===== src/rtl/pc_fetch_ctrl.sv =====
// pc_fetch_ctrl: program counter and fetch sequencer for the 8-bit accumulator core.
// Takes branch offset/sign, soft reset and halt requests from execute and produces
// the instruction-memory address every cycle along with run/halt status.
// Optional feature: define INSTR_COUNT_EN to add the saturating InstrCount output.
module pc_fetch_ctrl #(
  parameter int PC_W     = 10,
  parameter int START_PC = 0
) (
  input  logic            CLK,
  input  logic            Reset,
  input  logic            Start,
  input  logic            Stall,
  input  logic            BranchEn,
  input  logic [7:0]      bOFFSET,
  input  logic            bSIGN,
  input  logic            SoftReset,
  input  logic            HaltReq,
  output logic [PC_W-1:0] PC,
  output logic            FetchValid,
  output logic            Running,
`ifdef INSTR_COUNT_EN
  output logic [15:0]     InstrCount,
`endif
  output logic            Halt
);

  typedef enum logic [1:0] {
    IDLE   = 2'd0,
    RUN    = 2'd1,
    HALTED = 2'd2
  } state_t;

  localparam logic [PC_W-1:0] START_ADDR = PC_W'(START_PC);

  state_t          state;
  state_t          state_next;
  logic [PC_W-1:0] pc_next;
  logic [PC_W-1:0] offset_ext;

  // The size cast zero-extends for wide PCs and keeps only the low bits for narrow ones.
  assign offset_ext = PC_W'(bOFFSET);

  // State and PC registers; reset wins over everything, including a stall.
  always_ff @(posedge CLK) begin
    if (Reset) begin
      state <= IDLE;
      PC    <= START_ADDR;
    end else begin
      state <= state_next;
      PC    <= pc_next;
    end
  end

  // Next-state and next-PC selection; RUN rules are checked in priority order.
  always_comb begin
    state_next = state;
    pc_next    = PC;
    unique case (state)
      IDLE, HALTED: begin
        if (Start) begin
          pc_next    = START_ADDR;
          state_next = RUN;
        end
      end
      RUN: begin
        if (Stall) begin
          pc_next = PC;
        end else if (SoftReset && HaltReq) begin
          state_next = HALTED;
        end else if (SoftReset) begin
          pc_next = START_ADDR;
        end else if (BranchEn) begin
          pc_next = bSIGN ? (PC - offset_ext) : (PC + offset_ext);
        end else begin
          pc_next = PC + PC_W'(1);
        end
      end
      default: begin
        state_next = IDLE;
        pc_next    = START_ADDR;
      end
    endcase
  end

  // Status flags decode the registered state only, so no input reaches them combinationally.
  assign Running    = (state == RUN);
  assign FetchValid = (state == RUN);
  assign Halt       = (state == HALTED);

`ifdef INSTR_COUNT_EN
  logic [15:0] count_next;

  // Retired-instruction count: unstalled RUN cycles, cleared by a launching Start, saturating.
  always_comb begin
    count_next = InstrCount;
    if (state != RUN && Start) begin
      count_next = '0;
    end else if (state == RUN && !Stall && InstrCount != 16'hFFFF) begin
      count_next = InstrCount + 16'd1;
    end
  end

  // Counter register.
  always_ff @(posedge CLK) begin
    if (Reset) begin
      InstrCount <= '0;
    end else begin
      InstrCount <= count_next;
    end
  end
`endif

endmodule

===== config.mk =====
export PLATFORM = sky130hd
export DESIGN_NAME = pc_fetch_ctrl
export DESIGN_NICKNAME = d
export VERILOG_FILES = /design/src/rtl/pc_fetch_ctrl.sv
export SDC_FILE = /design/constraint.sdc
export NUM_CORES = 1
export LEC_CHECK = 0
export CAP_MARGIN = 20
export CORE_ASPECT_RATIO = 0.9
export CORE_MARGIN = 1.5
export CORE_UTILIZATION = 47
export CTS_CLUSTER_SIZE = 10
export DETAILED_ROUTE_END_ITERATION = 12
export PLACE_DENSITY = 0.76
export SLEW_MARGIN = 30
export SYNTH_ARGS = -nofsm -noshare
export SYNTH_HDL_FRONTEND = slang
export SYNTH_SLANG_ARGS = --single-unit

===== constraint.sdc =====
create_clock -name CLK -period 4.47 [get_ports CLK]
set_input_delay 1.341 -clock CLK [delete_from_list [all_inputs] [get_ports CLK]]
set_output_delay 1.341 -clock CLK [all_outputs]
set_load 0.05 [all_outputs]

# Word-level counts from Yosys, hierarchy flattened
# Cells that the tools add are included.
[word_totals] ff_bits=12 inputBits=16 out_inout_bits=13 elab_cells=27
[classes] addsub=3 eq_ne=6 mux=11 n_reduce_logical=5
[ops] operator="10-bit two-way mux" count=6
[ops] operator="10-bit case mux with 2 select lines" count=1
[ops] operator="10-bit by 1-bit adder with 10-bit output, second input constant" count=1
[ops] operator="10-bit by 8-bit adder with 10-bit output" count=1
[ops] operator="10-bit by 8-bit subtractor with 10-bit output" count=1
[ops] operator="2-bit two-way mux" count=3
[ops] operator="2-bit inequality test, second input constant" count=3
[ops] operator="3-bit AND reduction" count=2
[ops] operator="2-bit case mux with 2 select lines" count=1
[ops] operator="2-bit by 1-bit == test with 1-bit output, second input constant" count=1
[ops] operator="2-bit == test, second input constant" count=1
[ops] operator="2-bit logical NOT" count=1
[ops] operator="2-bit by 1-bit inequality test with 1-bit output, second input constant" count=1
[ops] operator="2-bit OR reduction" count=1
[ops] operator="1-bit logical AND" count=1

# Longest topological paths before layout
[depth] ltp_word=7 ltp_mapped=13 depth_no_buf=13

# Worst setup path before layout
# No wires, ideal clock.
[synth_path] kind="input-to-reg" startpoint="input bOFFSET[0]" endpoint="register PC[6]" setup_time_ps=117 arrival_time_ps=3383 required_ps=4353 slack_ps=970 cell_stages=11 n_path_buf=0 path_cell_list="inv_1 > ha_1 > or3_1 > and3_1 > ha_1 > nor2b_4 > o21a_1 > o21ai_2 > a21boi_1 > or3_1 > a32o_1"
[synth_via] elab_chain_len=7 word_cells_on_any_way=8 classes_between="2 x add/sub; 6 x mux"
[synth_rtl] item="from (decl)" line_no="14" rtl="input logic [7:0] bOFFSET,"
[synth_rtl] item="10-bit by 8-bit adder with 10-bit output or 10-bit by 8-bit subtractor with 10-bit output (tied branches)" line_no="73" rtl="pc_next = bSIGN ? (PC - offset_ext) : (PC + offset_ext);"
[synth_rtl] item="10-bit two-way mux (*)" line_no="73"
[synth_rtl] item="10-bit two-way mux (*)" line_no="72" rtl="end else if (BranchEn) begin"
[synth_rtl] item="10-bit two-way mux (*)" line_no="70" rtl="end else if (SoftReset) begin"
[synth_rtl] item="10-bit two-way mux (*)" line_no="68" rtl="end else if (SoftReset && HaltReq) begin"
[synth_rtl] item="10-bit two-way mux (*)" line_no="66" rtl="if (Stall) begin"
[synth_rtl] item="10-bit case mux with 2 select lines (*)" line_no="58" rtl="unique case (state)"
[synth_rtl] item="to (signal assigned)" line_no="50" rtl="PC <= pc_next;"
[synth_rtl] item="to (decl)" line_no="18" rtl="output logic [PC_W-1:0] PC,"
# Mark *: on every way between the ends. The rest lies on a longest branch, timed or not. The select of a mux whose other input is x is not followed.
# A chain may end at the register's enable or synchronous reset.

# Worst setup path after layout
# Same ends and word-level chain as after synthesis.

==> impl_metrics.json <==
{
  "cts_resized": 0,
  "p_total_mw": 0.2927,
  "antenna_left": 0,
  "sequentialPowerShare_pct": 38.3,
  "area_delta_synth_final_pct": 31.89,
  "numCtsBuffers": 3,
  "dr.pass1.iters": 5,
  "preCtsSetupSlack_ps": 235.6,
  "wl_met3_um": 113,
  "finalCriticalPeriod_ps": 3951,
  "wl_met2_mm": 1.237,
  "synthesis.area_mm2": 0.001044,
  "clk_path_buf_depth": 2,
  "drive_above_1_share_pct": 6.667,
  "wl_mm": 2.453,
  "first_global_vias": 968,
  "layout_commonest_cell": "clkdlybuf4s50_1",
  "maxUsedRoutingLayer": "met3",
  "crit_family": "simple AND/OR/NAND/NOR gates",
  "final_cell_mix": "clkdlybuf4s50_1 (28), o21ai_0 (16), nand2_1 (14)",
  "die_width_um": 52.67,
  "reg2reg_to": "PC[6]$_SDFFE_PP0P_",
  "die_h_um": 47.70,
  "layout_setup_ws_ps": 519.4,
  "hold_violations": 0,
  "cts_tree": "yes",
  "crit_slowest_cell": "clkdlybuf4s50_1",
  "cpPeakStageDelay_ps": 500,
  "gr-usage-all-layers_pct": 22.08,
  "whs_endpoint": "PC[5]$_SDFFE_PP0P_",
  "r2r_cells": 9,
  "relSlewSlack_pct": 52.83,
  "max_freq_mhz": 253.1,
  "clk_pin_slew_ps": 90,
  "antenna_found_initial": 0,
  "worstMarginPinSlew_ps": 704.9,
  "io_pins": 29,
  "route.detailed.drc": 0,
  "skew_ps": 3.814,
  "hp-class": "register to register",
  "synth_cells": 136,
  "clkPwrFrac_pct": 31.0,
  "die-area_mm2": 0.002512,
  "cap_violations": 0,
  "setup_viol": 0,
  "yosysUniqueCellTypes": 37,
  "grt_max_degree": 13,
  "grt_first_pass_wirelength_mm": 4.057,
  "start_util_pct": 51.96,
  "grt_setup_unrepaired": "false",
  "setup_tns_ps": 0,
  "ir_drop_v": 0.0002058,
  "vias": 1066,
  "start_kind": "primary input",
  "arrival_ps": 4130,
  "cts_sinks": 12,
  "nNetsFinal": 193,
  "final_cells": 190,
  "insertion_delay_ps": 280,
  "synth.avg_cell_area_um2": 7.673,
  "p_int_mw": 0.2004,
  "dp.cells": 186,
  "ctsHoldBuffers": 0,
  "wire_per_inst_um": 12.91,
  "min_period_over_period_pct": 88.38,
  "p_leak_nw": 0.5826,
  "yosys_register_bits": 12,
  "yosys_warnings": 0,
  "port_buffers": 28,
  "pwr-share-comb_pct": 30.7,
  "power_density_mw_per_mm2": 212.7,
  "cp_max_fo": 4,
  "antenna_cells": 0,
  "status": "finished, final reports clean",
  "wl_met1_mm": 1.102,
  "rr_startpoint": "PC[0]$_SDFFE_PP0P_",
  "path_cells": "clkdlybuf4s50_1, inv_1, ha_1, or3_1, and3_1, ha_1, nor2b_4, o21a_1, o21ai_2, a21boi_1, or3_1, a32o_1",
  "synth_nets": 163,
  "cts-root-buf": "clkbuf_4",
  "reg2reg_slack_ps": 2370,
  "fill_cells": 174,
  "place.gp.congestion": 0.8455,
  "required_ps": 4650,
  "whs_path_depth": 2,
  "drt_iter0_drc": 35,
  "num_rows": 15,
  "crit_buf_inv": 2,
  "viasPerCell": 5.611,
  "power.switching_mw": 0.09226,
  "core_mm2": 0.002008,
  "synth_seq_area_share_pct": 23.02,
  "critPathKind": "primary input to register",
  "place_hpwl_mm": 1.999,
  "final_max_slew_viol_count": 0,
  "cts_setup_buffers": 0,
  "grt_overflow_total": 0,
  "cts_max_level": 1,
  "endpoint_kind": "register",
  "min_from": "PC[5]$_SDFFE_PP0P_",
  "swShare_pct": 31.52
}
state kept, by name (all words and copies together), names as in the netlist:
signal,cells
state,2
PC,10
final cells by class:
cell class              instances  area [µm²]  share of cell area, %
clock buffers                   4       36.28                  2.636
inverters                       8       30.03                  2.182
multi-input cells             113       758.2                  55.09
repair buffers                 28       280.3                  20.36
well taps                      25       31.28                  2.273
flip-flops and latches         12       240.2                  17.45
layer usage:
layer  up-vias  GRT usage, %
met2        25         37.75
met5         -             0
met4         0         3.077
met1       496         29.22
li1        545             -
met3         0         5.625
kinds of logic (layout without fill, tap and decap cells):
logic type                 Yosys count  count (layout)  share of synthesized area [%]
and+or+nand+nor                     53              53                          27.46
AOI/OAI and AO/OA                   40              40                          23.50
DFF                                 12              12                          23.02
adders and majority gates           11              11                          13.91
buffers and inverters               11              40                          4.317
xor gates and xnor gates             7               7                          5.875
muxes                                2               2                          1.919
cell usage after synthesis, drive strengths merged:
master / number / area share [%]
inv: 8 / 2.9
and3: 3 / 1.8
nand4: 1 / 0.60
fa: 1 / 1.9
and2: 3 / 1.8
xnor2: 6 / 5.0
and2b: 1 / 0.84
nand2: 14 / 5.0
nor2b: 4 / 3.1
buf: 1 / 0.72
dfxtp: 12 / 23
a32o: 2 / 1.9
or4: 1 / 0.72
or3: 6 / 3.7
o2111ai: 1 / 0.84
nand2b: 4 / 2.6
xor2: 1 / 0.84
ha: 10 / 12
nor4: 3 / 1.8
a21boi: 1 / 0.72
nor3: 4 / 1.9
a211oi: 1 / 0.72
nor2: 7 / 2.5
nand3: 2 / 0.96
a21oi: 10 / 5.2
o21a: 1 / 0.72
clkbuf: 2 / 0.72
a31o: 1 / 0.84
mux2i: 2 / 1.9
o21ai: 17 / 8.5
a31oi: 2 / 1.2
a21o: 4 / 2.9
tightest hold or removal path, cell delays in order (launching register included):
cell and delay, ps:
dfxtp_1 330, nand2_1 50, o21ai_0 60
through the flow:
stage / hold WS (ps) / cell area (µm²) / utilization (%)
after floorplan: 516.4 / 1044 / -
after global placement: 464.1 / 1340 / 66.73
after detailed placement: 478.8 / 1340 / 66.73
after CTS: 490.3 / 1376 / 68.54
after global routing: 538.3 / 1376 / 68.54
final: 481.3 / 1376 / 68.54
power groups by stage:
stage                     sequential, mW  clock [mW]  combinational [mW]
after global placement             0.115           0              0.0885
after floorplan                    0.119           0              0.0531
after detailed placement           0.115           0              0.0894
after global routing               0.113      0.0967              0.0987
final                              0.112      0.0907              0.0898
after CTS                          0.112      0.0916              0.0901
worst max path at each step:
stage | start | to | depth (start not counted)
floorplan | bOFFSET[0] | PC[6]$_SDFFE_PP0P_ | 11
global placement | bOFFSET[0] | PC[6]$_SDFFE_PP0P_ | 12
detailed placement | bOFFSET[0] | PC[6]$_SDFFE_PP0P_ | 12
CTS | bOFFSET[0] | PC[6]$_SDFFE_PP0P_ | 12
global route | bOFFSET[0] | PC[6]$_SDFFE_PP0P_ | 12
finish | bOFFSET[0] | PC[6]$_SDFFE_PP0P_ | 12
(Power assumes the default switching activity.)
